### config.mk
export PLATFORM = sky130hd
export DESIGN_NAME = alu_sequencer_flat
export DESIGN_NICKNAME = d
export VERILOG_FILES = /design/src/rtl/alu_seq_if.sv /design/src/rtl/alu_sequencer.sv /design/src/flat_wrapper.sv
export SDC_FILE = /design/constraint.sdc
export NUM_CORES = 1
export LEC_CHECK = 0
export ABC_CLOCK_PERIOD_IN_PS = 4300
export CORE_ASPECT_RATIO = 0.9
export CORE_UTILIZATION = 49
export DETAILED_ROUTE_END_ITERATION = 10
export GPL_ROUTABILITY_DRIVEN = 0
export HOLD_SLACK_MARGIN = 0.08
export PLACE_DENSITY = 0.84
export SLEW_MARGIN = 20
export SYNTH_ARGS = -nofsm -noshare
export SYNTH_HDL_FRONTEND = slang
export SYNTH_SLANG_ARGS = --single-unit
### constraint.sdc
create_clock -name i_clk -period 4.3 [get_ports i_clk]
set_input_delay 0.43 -clock i_clk [delete_from_list [all_inputs] [get_ports i_clk]]
set_output_delay 0.43 -clock i_clk [all_outputs]
set_load 0.005 [all_outputs]
### src/rtl/alu_seq_if.sv
// Operand, ALU and result signals between the ALU sequencer and its producer/consumer.
interface alu_seq_if #(
  parameter int G_N_BIT = 7
);
  logic             i_in_valid;
  logic             o_in_ready;
  logic [G_N_BIT:0] i_in_data;
  logic             i_in_acc;
  logic             i_acc_clr;
  logic [G_N_BIT:0] o_s1;
  logic [G_N_BIT:0] o_s2;
  logic [G_N_BIT:0] i_res;
  logic             o_out_valid;
  logic             i_out_ready;
  logic [G_N_BIT:0] o_out_data;
  logic [G_N_BIT:0] o_acc;

  modport slave (
    input  i_in_valid, i_in_data, i_in_acc, i_acc_clr, i_res, i_out_ready,
    output o_in_ready, o_s1, o_s2, o_out_valid, o_out_data, o_acc
  );

  modport master (
    output i_in_valid, i_in_data, i_in_acc, i_acc_clr, i_res, i_out_ready,
    input  o_in_ready, o_s1, o_s2, o_out_valid, o_out_data, o_acc
  );
endinterface

### src/rtl/alu_sequencer.sv
// Sequential front end for a combinational ALU: collects operands, holds them for
// G_LAT cycles, captures the result and keeps a chaining accumulator.
module alu_sequencer #(
  parameter int G_N_BIT = 7,
  parameter int G_LAT   = 1
) (
  input  logic      i_clk,
  input  logic      i_rst,
  alu_seq_if.slave  bus
);
  localparam int W = G_N_BIT + 1;

  localparam logic [1:0] S_IDLE   = 2'd0;
  localparam logic [1:0] S_WAIT_B = 2'd1;
  localparam logic [1:0] S_EXEC   = 2'd2;
  localparam logic [1:0] S_RESP   = 2'd3;

  localparam logic [3:0] LAT_M1 = 4'(G_LAT - 1);

  logic [1:0]   state;
  logic [3:0]   cnt;
  logic [W-1:0] s1;
  logic [W-1:0] s2;
  logic [W-1:0] acc;
  logic [W-1:0] out_data;
  logic         out_valid;
  logic         in_ready;
  logic         in_fire;
  logic         out_fire;

  assign in_fire  = bus.i_in_valid & in_ready;
  assign out_fire = out_valid & bus.i_out_ready;

  always_ff @(posedge i_clk) begin
    if (i_rst) begin
      state     <= S_IDLE;
      cnt       <= '0;
      s1        <= '0;
      s2        <= '0;
      acc       <= '0;
      out_data  <= '0;
      out_valid <= 1'b0;
      in_ready  <= 1'b1;
    end else begin
      case (state)
        S_IDLE: begin
          if (in_fire) begin
            if (bus.i_in_acc) begin
              s1       <= acc;
              s2       <= bus.i_in_data;
              cnt      <= LAT_M1;
              in_ready <= 1'b0;
              state    <= S_EXEC;
            end else begin
              s1    <= bus.i_in_data;
              state <= S_WAIT_B;
            end
          end
        end
        S_WAIT_B: begin
          if (in_fire) begin
            s2       <= bus.i_in_data;
            cnt      <= LAT_M1;
            in_ready <= 1'b0;
            state    <= S_EXEC;
          end
        end
        S_EXEC: begin
          if (cnt == 4'd0) begin
            out_data  <= bus.i_res;
            acc       <= bus.i_res;
            out_valid <= 1'b1;
            state     <= S_RESP;
          end else begin
            cnt <= cnt - 4'd1;
          end
        end
        default: begin
          if (out_fire) begin
            out_valid <= 1'b0;
            in_ready  <= 1'b1;
            state     <= S_IDLE;
          end
        end
      endcase
      // Placed last so a clear beats a same-edge capture; s1 above still saw the old acc.
      if (bus.i_acc_clr) acc <= '0;
    end
  end

  assign bus.o_in_ready  = in_ready;
  assign bus.o_out_valid = out_valid;
  assign bus.o_out_data  = out_data;
  assign bus.o_s1        = s1;
  assign bus.o_s2        = s2;
  assign bus.o_acc       = acc;
endmodule

### src/flat_wrapper.sv
// flat-port wrapper written by rule: the top's interface ports become plain ports
module alu_sequencer_flat 
#(
  parameter int G_N_BIT = 7,
  parameter int G_LAT   = 1
)
  (i_clk, i_rst, bus_i_in_valid, bus_i_in_data, bus_i_in_acc, bus_i_acc_clr, bus_i_res, bus_i_out_ready, bus_o_in_ready, bus_o_s1, bus_o_s2, bus_o_out_valid, bus_o_out_data, bus_o_acc);
  alu_seq_if #(.G_N_BIT(G_N_BIT)) bus_i ();
  input  logic i_clk;
  input  logic i_rst;
  input wire logic [$bits(bus_i.i_in_valid)-1:0] bus_i_in_valid;
  input wire logic [$bits(bus_i.i_in_data)-1:0] bus_i_in_data;
  input wire logic [$bits(bus_i.i_in_acc)-1:0] bus_i_in_acc;
  input wire logic [$bits(bus_i.i_acc_clr)-1:0] bus_i_acc_clr;
  input wire logic [$bits(bus_i.i_res)-1:0] bus_i_res;
  input wire logic [$bits(bus_i.i_out_ready)-1:0] bus_i_out_ready;
  output wire logic [$bits(bus_i.o_in_ready)-1:0] bus_o_in_ready;
  output wire logic [$bits(bus_i.o_s1)-1:0] bus_o_s1;
  output wire logic [$bits(bus_i.o_s2)-1:0] bus_o_s2;
  output wire logic [$bits(bus_i.o_out_valid)-1:0] bus_o_out_valid;
  output wire logic [$bits(bus_i.o_out_data)-1:0] bus_o_out_data;
  output wire logic [$bits(bus_i.o_acc)-1:0] bus_o_acc;
  assign bus_i.i_in_valid = bus_i_in_valid;
  assign bus_i.i_in_data = bus_i_in_data;
  assign bus_i.i_in_acc = bus_i_in_acc;
  assign bus_i.i_acc_clr = bus_i_acc_clr;
  assign bus_i.i_res = bus_i_res;
  assign bus_i.i_out_ready = bus_i_out_ready;
  assign bus_o_in_ready = bus_i.o_in_ready;
  assign bus_o_s1 = bus_i.o_s1;
  assign bus_o_s2 = bus_i.o_s2;
  assign bus_o_out_valid = bus_i.o_out_valid;
  assign bus_o_out_data = bus_i.o_out_data;
  assign bus_o_acc = bus_i.o_acc;
  alu_sequencer #(.G_N_BIT(G_N_BIT), .G_LAT(G_LAT)) u_core (.i_clk(i_clk), .i_rst(i_rst), .bus(bus_i));
endmodule
After elaboration in Yosys (flattened, before gate mapping)
Index checks and enable logic that the tools add are counted.

Output and inout port bits: 34. Bits in registers: 40. ROM bits: 0. Bits in latches: 0. Memories: 0. RAM bits: 0.

Equality and inequality tests: 7. Multiplexer cells: 24. Order comparisons: 0. Div/mod/pow operators: 0. Shift-type cells: 0. Multiply operators: 0. Bitwise operators: 4. Reduce and logical (&&, ||, !) cells: 16. Add/sub/neg operators: 1.

Operators with widths (number): 8-bit 2-to-1 mux (4); 4-bit 2-to-1 mux (4); 8-bit case mux with 2 select lines (1); 4-bit case mux with 3 select lines (1); 2-bit 2-to-1 mux (5); 5-bit AND reduction (2); 4-bit AND reduction (2); 1-bit 2-to-1 mux (6); 2-bit by 1-bit != test with 1-bit output, second input constant (3); 2-bit case mux with 3 select lines (1); 3-bit nonzero test (2); 4-bit zero test (1); 2-bit != test, second input constant (2); 2-bit AND reduction (2); 2-bit nonzero test (2); 4-bit nonzero test (1); 2-bit OR reduction (2); 4-bit by 1-bit subtractor with 4-bit output, second input constant (1); 1-bit case mux with 3 select lines (1); 3-bit AND reduction (1); 1-bit bitwise AND (2); 2-bit by 1-bit == test with 1-bit output, second input constant (1); 2-bit == test, second input constant (1); 2-bit zero test (1); other kinds (2) (3).

Depth between registers and ports, before layout
Gate-level depths: netlist (run 1).

Word-level depth: 4. Gate-level depth with buffers: 8. Mapped depth without buffers: 6.

Least setup slack after synthesis (run 1)
OpenSTA, ideal clock, no wires.

Path kind: register to register. Start point: register u_core.state[0]. End point: register u_core.state[0]. Data required time: 4172 ps. Slack: 2524 ps. Data arrival time: 1648 ps. Clock period less this slack: 1776 ps. Cell stages (with the launch flop): 8. Library setup time: 128 ps. Cells stage by stage: dfxtp_1 inv_1 ha_1 buf_6 or2_2 a221oi_2 mux2i_1 nor2_1.

Word-level cells in the longest chain between the ends: 3. Elaborated cells on any way between the ends: 9.

Ends and longest elaborated chain: start, declared (RTL line alu_sequencer.sv:20) `logic [1:0] state;`; start signal, assigned (RTL line alu_sequencer.sv:36) `state <= S_IDLE;`; start signal, assigned (RTL line alu_sequencer.sv:53) `state <= S_EXEC;`; start signal, assigned (RTL line alu_sequencer.sv:56) `state <= S_WAIT_B;`; 2-bit == test (tied with other cells) (RTL line alu_sequencer.sv:45) `case (state)`; 2-bit by 1-bit != test with 1-bit output (no line) / 4-bit nonzero test (equally long branches); 4-bit AND reduction (no line).

Several ways; a longest one is shown, not always the timed one. A chain may end at the register's enable or synchronous reset.

Worst setup path after layout (run 1)
Start point: register u_core.state[0]. End point: register u_core.cnt[3].

Word-level cells in the longest chain between the ends: 3. Elaborated cells on any way between the ends: 10.

Ends and longest elaborated chain: 2-bit == test (tied with other cells) (RTL line alu_sequencer.sv:45); 2-bit != test (no line) (tied with other cells); 5-bit AND reduction (no line); end signal, assigned (RTL line alu_sequencer.sv:75) `cnt <= cnt - 4'd1;`; end, declared (RTL line alu_sequencer.sv:21) `logic [3:0] cnt;`.

Several ways; a longest one is shown, not always the timed one.

==> impl_metrics.yaml, run 1 <==
status:
  status: "finished clean"
critical_path:
  endpoint_kind: "flip-flop"
  slowest_delay_ns: 0.47
  crit_arrival_ns: 2.29
  critPathRequiredTime_ns: 4.48
  cp_slowest_cell: "nand4bb_2"
  crit_chain: "inv_1 -> ha_1 -> nand4bb_2 -> nand4_2 -> mux2i_1 -> a21oi_1"
  worstSetupStartpointType: "flip-flop"
  critical_path.max_fanout: 17
  worstSetupPathType: "flip-flop to flip-flop"
synth:
  avgSynthCellArea_sq_um: 9.01
  async_flop_share_pct: 0
  yosysSeqAreaShare_pct: 45.1
  syn_nets: 227
  yosys-top-cells-count: "dfxtp_1, nand2_1, a21oi_1"
  ys_types: 29
  yosysTopAreaCell: "dfxtp_1"
  synth_edf_count: 0
  synth_area_sq_mm: 0.00177
  synth_warnings: 0
  synthTopCellsByArea: "dfxtp_1, mux2i_1, nand2_1"
  yosysMostFrequentCell: "dfxtp_1"
  synthFlopType: "dfxtp_1"
  yosys.area.top_type_share_pct: 45.1
  ys_seq_elements: 40
  synth_cells: 197
placed_design:
  port_buffers: 55
  dp_slack_ns: 2.04
  hpwl_um: 2990
routing:
  first_pass_iters: 4
  drc: 0
  vias: 1513
  drt_iter0_markers: 116
  drtAntennaViolNets: 0
  vias_per_cell: 5.16
  detail_route.wirelength_um: 4100
  routedWlPerCell_um: 14.0
global_routing:
  grt.overflow.total: 0
  grt_use_total_pct: 23.8
  grt_max_degree: 24
  antenna_found_initial: 0
  grt_pass1_wl_um: 6870
  grt_pass1_vias: 1464
die:
  coreArea_sq_mm: 0.00343
  die_area_sq_mm: 0.00387
  ios: 56
  die_h_um: 59.1
  num_rows: 20
  die_w_um: 65.4
  start_util_pct: 51.8
clocking:
  cts.repair.resized: 0
  cts_tree: "done"
  cts.clk_slew.worst_paths_ns: 0.08
  cts_buffer_depth: 2
  cts_setup_buffers: 0
  ctsHoldBuffers: 0
  numCtsBuffers: 5
  cts.root.buffer_cell: "clkbuf_8"
  clk-insertion-delay-late_ns: 0.29
  cts_max_level: 2
  cts.sinks: 40
finish:
  final_util_pct: 70.3
  nNetsFinal: 278
  diodes: 0
  syn2layout_area_growth_pct: 35.9
  drive_above_1_share_pct: 6.83
  fillCellCount: 296
power_and_ir_drop:
  powerDensity_mw_per_mm2: 521
  peakVddDrop_mv: 0.322
  p_int_uw: 812
  pwr-share-comb_pct: 41.8
  finalPower_uw: 1260
  p_clk_share_pct: 19.4
  p_sw_share_pct: 35.4
  p_sw_uw: 445
  leakagePower_uw: 0.000889
  seq_power_share_pct: 38.8
worst_hold_path:
  min_path_type: "flip-flop to flip-flop"
sta:
  skew_ns: 0.00550
  period_needed_ns: 2.11
  timing_max_transition_violations_final: 0
  slew_headroom_pct: 43.5
  fin_crit_sh_pct: 49.0
  setup_tns_ns: 0
  fmax_mhz: 475
  rsz0062_at_grt: "false"
  setup_viol: 0
  hold_viol_final: 0
  worst_slew_pin_slew_ns: 0.845
  hold_ws_ns: 0.463
  setup_slack_ns: 2.19
run:
  drv_cap: 0
==> cell families after synthesis <==
group	Yosys count	synth area share, %
DFF	40	45.1
muxes	19	10.7
AOI/OAI and AO/OA	40	15.0
and+or+nand+nor	72	18.6
adders and majority gates	8	5.64
buffers and inverters	18	4.87
==> metrics by stage <==
stage               cell area, sq um  instances
finish                          2410        293
global route                    2410        293
CTS                             2410        293
detailed placement              2320        285
global placement                2320        285
floorplan                       1770        197
==> power groups by stage <==
stage / Clock, uW / Combinational, uW / Sequential, uW
final: 244 / 526 / 487
after global routing: 267 / 583 / 497
after CTS: 250 / 527 / 488
after detailed placement: 0 / 520 / 495
after global placement: 0 / 508 / 493
after floorplan: 0 / 346 / 492
==> critical path: cells and delay by family (launching register included) <==
kind | cells | cell delay [ns]
compound gates | 1 | 0.08
fa+ha+maj | 1 | 0.39
buf+inv | 1 | 0.12
mux | 1 | 0.22
simple gates | 2 | 0.81
flops | 1 | 0.36
==> layout make-up <==
| class | instances | area (sq um) | share of cell area, % |
|---|---|---|---|
| Clock buffer | 5 | 68.8 | 2.85 |
| Clock inverter | 3 | 18.8 | 0.778 |
| Inverter | 6 | 22.5 | 0.934 |
| Multi-Input combinational cell | 139 | 887 | 36.8 |
| Sequential cell | 40 | 801 | 33.2 |
| Tap cell | 44 | 55.1 | 2.28 |
| Timing Repair Buffer | 56 | 558 | 23.1 |
==> cells in the final DEF, fill, tap and decap left out, types with 2 or more instances in the layout <==
cell and instances:
o21ai_0 2, mux2i_1 19, or3_1 4, a211oi_1 8
dfxtp_1 40, and3_1 2, clkbuf_8 5, ha_1 8
a21oi_1 24, clkinv_2 2, inv_1 6, nor2_1 22
nand2_1 33, or2_2 2, clkdlybuf4s50_1 55, nor3_1 3
==> state kept, by name (all words and copies together), names as in the netlist <==
| name | cells |
|---|---|
| u_core.state | 2 |
| u_core.bus.o_s1 | 8 |
| u_core.bus.o_out_valid | 1 |
| u_core.bus.o_in_ready | 1 |
| u_core.bus.o_out_data | 8 |
| u_core.bus.o_acc | 8 |
| u_core.cnt | 4 |
| u_core.bus.o_s2 | 8 |
==> final timing paths <==
path                              end  depth (start not counted)  slack (ns)                     start
max                     u_core.cnt[3]                          6        2.19           u_core.state[0]
max reg2reg             u_core.cnt[3]                          6        2.19           u_core.state[0]
min reg2reg  u_core.bus.o_out_data[2]                          2        0.46  u_core.bus.o_out_data[2]
min          u_core.bus.o_out_data[2]                          2        0.46  u_core.bus.o_out_data[2]
==> routing by layer <==
| layer | track usage [%] | vias up | wire length, um | part of all wire, % |
|---|---|---|---|---|
| met3 | 6.73 | 7 | 184 | 4.5 |
| li1 | - | 778 | - | - |
| met2 | 38.3 | 45 | 1920 | 47 |
| met4 | 8.39 | 0 | 68 | 1.7 |
| met1 | 30.6 | 683 | 1930 | 47 |
| met5 | 0 | - | 0 | 0 |
Power figures use the tool's default switching activity.
==> run 2: changes to the inputs <==
--- a/config.mk
+++ b/config.mk
@@ -5,13 +5,13 @@
 export SDC_FILE = /design/constraint.sdc
 export NUM_CORES = 1
 export LEC_CHECK = 0
-export ABC_CLOCK_PERIOD_IN_PS = 4300
+export ABC_CLOCK_PERIOD_IN_PS = 1800
 export CORE_ASPECT_RATIO = 0.9
-export CORE_UTILIZATION = 49
+export CORE_UTILIZATION = 41
 export DETAILED_ROUTE_END_ITERATION = 10
 export GPL_ROUTABILITY_DRIVEN = 0
 export HOLD_SLACK_MARGIN = 0.08
-export PLACE_DENSITY = 0.84
+export PLACE_DENSITY = 0.75
 export SLEW_MARGIN = 20
 export SYNTH_ARGS = -nofsm -noshare
 export SYNTH_HDL_FRONTEND = slang
==> constraint.sdc (replaced) <==
create_clock -name i_clk -period 1.8 [get_ports i_clk]
set_input_delay 0.18 -clock i_clk [delete_from_list [all_inputs] [get_ports i_clk]]
set_output_delay 0.18 -clock i_clk [all_outputs]
set_load 0.005 [all_outputs]
==> run 2 against run 1 <==
The flow now finishes with violations (design-rule violations). Routed wire length increased by 1.9%. Non-clock buffer count increased by 9. Sequential share of layout area decreased by 2.1 points. Critical path type unchanged. Sequential power is 140% higher. Design area grew 6.7%. Largest power group unchanged. Fmax up 22%. First-iteration DRC count rose by 34%. Clock power grew to 3.0 times the previous value. Critical endpoint is now u_core.cnt[2].
==> impl_metrics.yaml, run 2 (synthesized netlist as in run 1, its figures left out) <==
sta:
  hold_ws_ns: 0.460
  period_needed_ns: 1.73
  setup_slack_ns: 0.0702
  fmax_mhz: 578
  setup_tns_ns: 0
  fin_crit_sh_pct: 96.1
  timing_max_transition_violations_final: 0
  skew_ns: 0.0119
  rsz0062_at_grt: "true"
  worst_slew_pin_slew_ns: 0.404
  hold_viol_final: 0
  setup_viol: 0
  slew_headroom_pct: 73.0
placed_design:
  dp_slack_ns: 0.0158
  dp_cells: 298
  port_buffers: 55
  hpwl_um: 2980
  place_area_sq_mm: 0.00241
critical_path:
  crit_arrival_ns: 1.96
  critPathMostFrequentCell: "or3_1"
  critical_path.max_fanout: 9
  endpoint_kind: "flip-flop"
  cp_slowest_cell: "or3_1"
  crit_chain: "inv_1 -> ha_2 -> or3_1 -> nand4_2 -> or3_1 -> a21oi_1"
  slowest_delay_ns: 0.39
  worstSetupStartpointType: "flip-flop"
  path_delay_family: "simple AND/OR/NAND/NOR gates"
  cp_num_buf_inv: 1
  critPathRequiredTime_ns: 2.03
  worstSetupPathType: "flip-flop to flip-flop"
clocking:
  cts_max_level: 2
  ctsHoldBuffers: 0
  cts.root.buffer_cell: "clkbuf_8"
  cts.clk_slew.worst_paths_ns: 0.09
  cts.sinks: 40
  numCtsBuffers: 5
  cts_setup_buffers: 0
  cts_buffer_depth: 2
  clk-insertion-delay-late_ns: 0.30
  cts_tree: "done"
finish:
  diodes: 0
  nNetsFinal: 287
  stdcell_count: 306
  fin_area_sq_mm: 0.00257
  final_cell_mix: "clkdlybuf4s50_1, dfxtp_1, nand2_1"
  layout_commonest_cell: "clkdlybuf4s50_1"
  drive_above_1_share_pct: 12.4
  syn2layout_area_growth_pct: 45.0
status:
  status: "finished, violations left"
  violations: "design-rule violations"
routing:
  drt_iter0_markers: 156
  vias_per_cell: 5.07
  routedWlPerCell_um: 13.7
  drc: 2
  detail_route.wirelength_um: 4180
  drtAntennaViolNets: 0
  vias: 1552
  first_pass_iters: 7
global_routing:
  antenna_found_initial: 0
  grt_use_total_pct: 19.2
  grt_pass1_wl_um: 6840
  grt.overflow.total: 0
  grt_max_degree: 26
  grt_pass1_vias: 1448
power_and_ir_drop:
  peakVddDrop_mv: 0.589
  leakagePower_uw: 0.000948
  powerDensity_mw_per_mm2: 1320
die:
  num_rows: 22
  ios: 56
  die_area_sq_mm: 0.00459
  start_util_pct: 43.3
  coreArea_sq_mm: 0.00410
  die_h_um: 64.4
  die_w_um: 71.3
worst_hold_path:
  min_path_type: "input port to flip-flop"
run:
  drv_cap: 0
-- run 2: path summary, 6_finish.rpt --
path	startpoint	end	slack, ns	cells past startpoint
setup / recovery	u_core.state[0]	u_core.cnt[2]	0.07	6
hold / removal	bus_i_res[4]	u_core.bus.o_out_data[4]	0.46	3
setup reg to reg	u_core.state[0]	u_core.cnt[2]	0.07	6
hold reg to reg	u_core.bus.o_out_data[4]	u_core.bus.o_out_data[4]	0.46	2
-- run 2: repair_timing --
item	in CTS	in global routing
endpoints found under the setup margin	1	13
hold endpoints to repair	0	0
pin swaps	0	1
gates resized for setup	1	9
-- run 2: per-stage QoR --
stage               total power, uW  util (%)
floorplan                      2000         -
global placement               2530      58.7
detailed placement             2550      58.7
CTS                            3300      61.6
global route                   3610      62.7
finish                         3390      62.7
-- run 2: power breakdown --
| part | total, uW | internal (uW) | switching [uW] |
|---|---|---|---|
| clock | 741 | 417 | 324 |
| sequential | 1160 | 1050 | 107 |
| combinational | 1490 | 786 | 707 |
-- run 2: layout make-up --
type	count	area, sq um
clock buffers	5	68.8
clock inverters	3	47.5
fillers	351	1530
inverters	6	22.5
multi-input cells	139	935
flip-flops and latches	40	801
well taps	48	60.1
repair buffers	65	638
-- run 2: worst register-to-register path, cell delays in order, from the launching register on --
cell and delay (ns):
dfxtp_1 0.33, inv_1 0.15, ha_2 0.33, or3_1 0.18, nand4_2 0.17, or3_1 0.39, a21oi_1 0.12
-- run 2: per-layer routing --
layer	vias up	routed length (um)	GRT usage, %
met1	701	2070	26.9
met4	0	61	8.00
li1	799	-	-
met2	46	1860	28.9
met3	6	179	3.63
met5	-	0	0
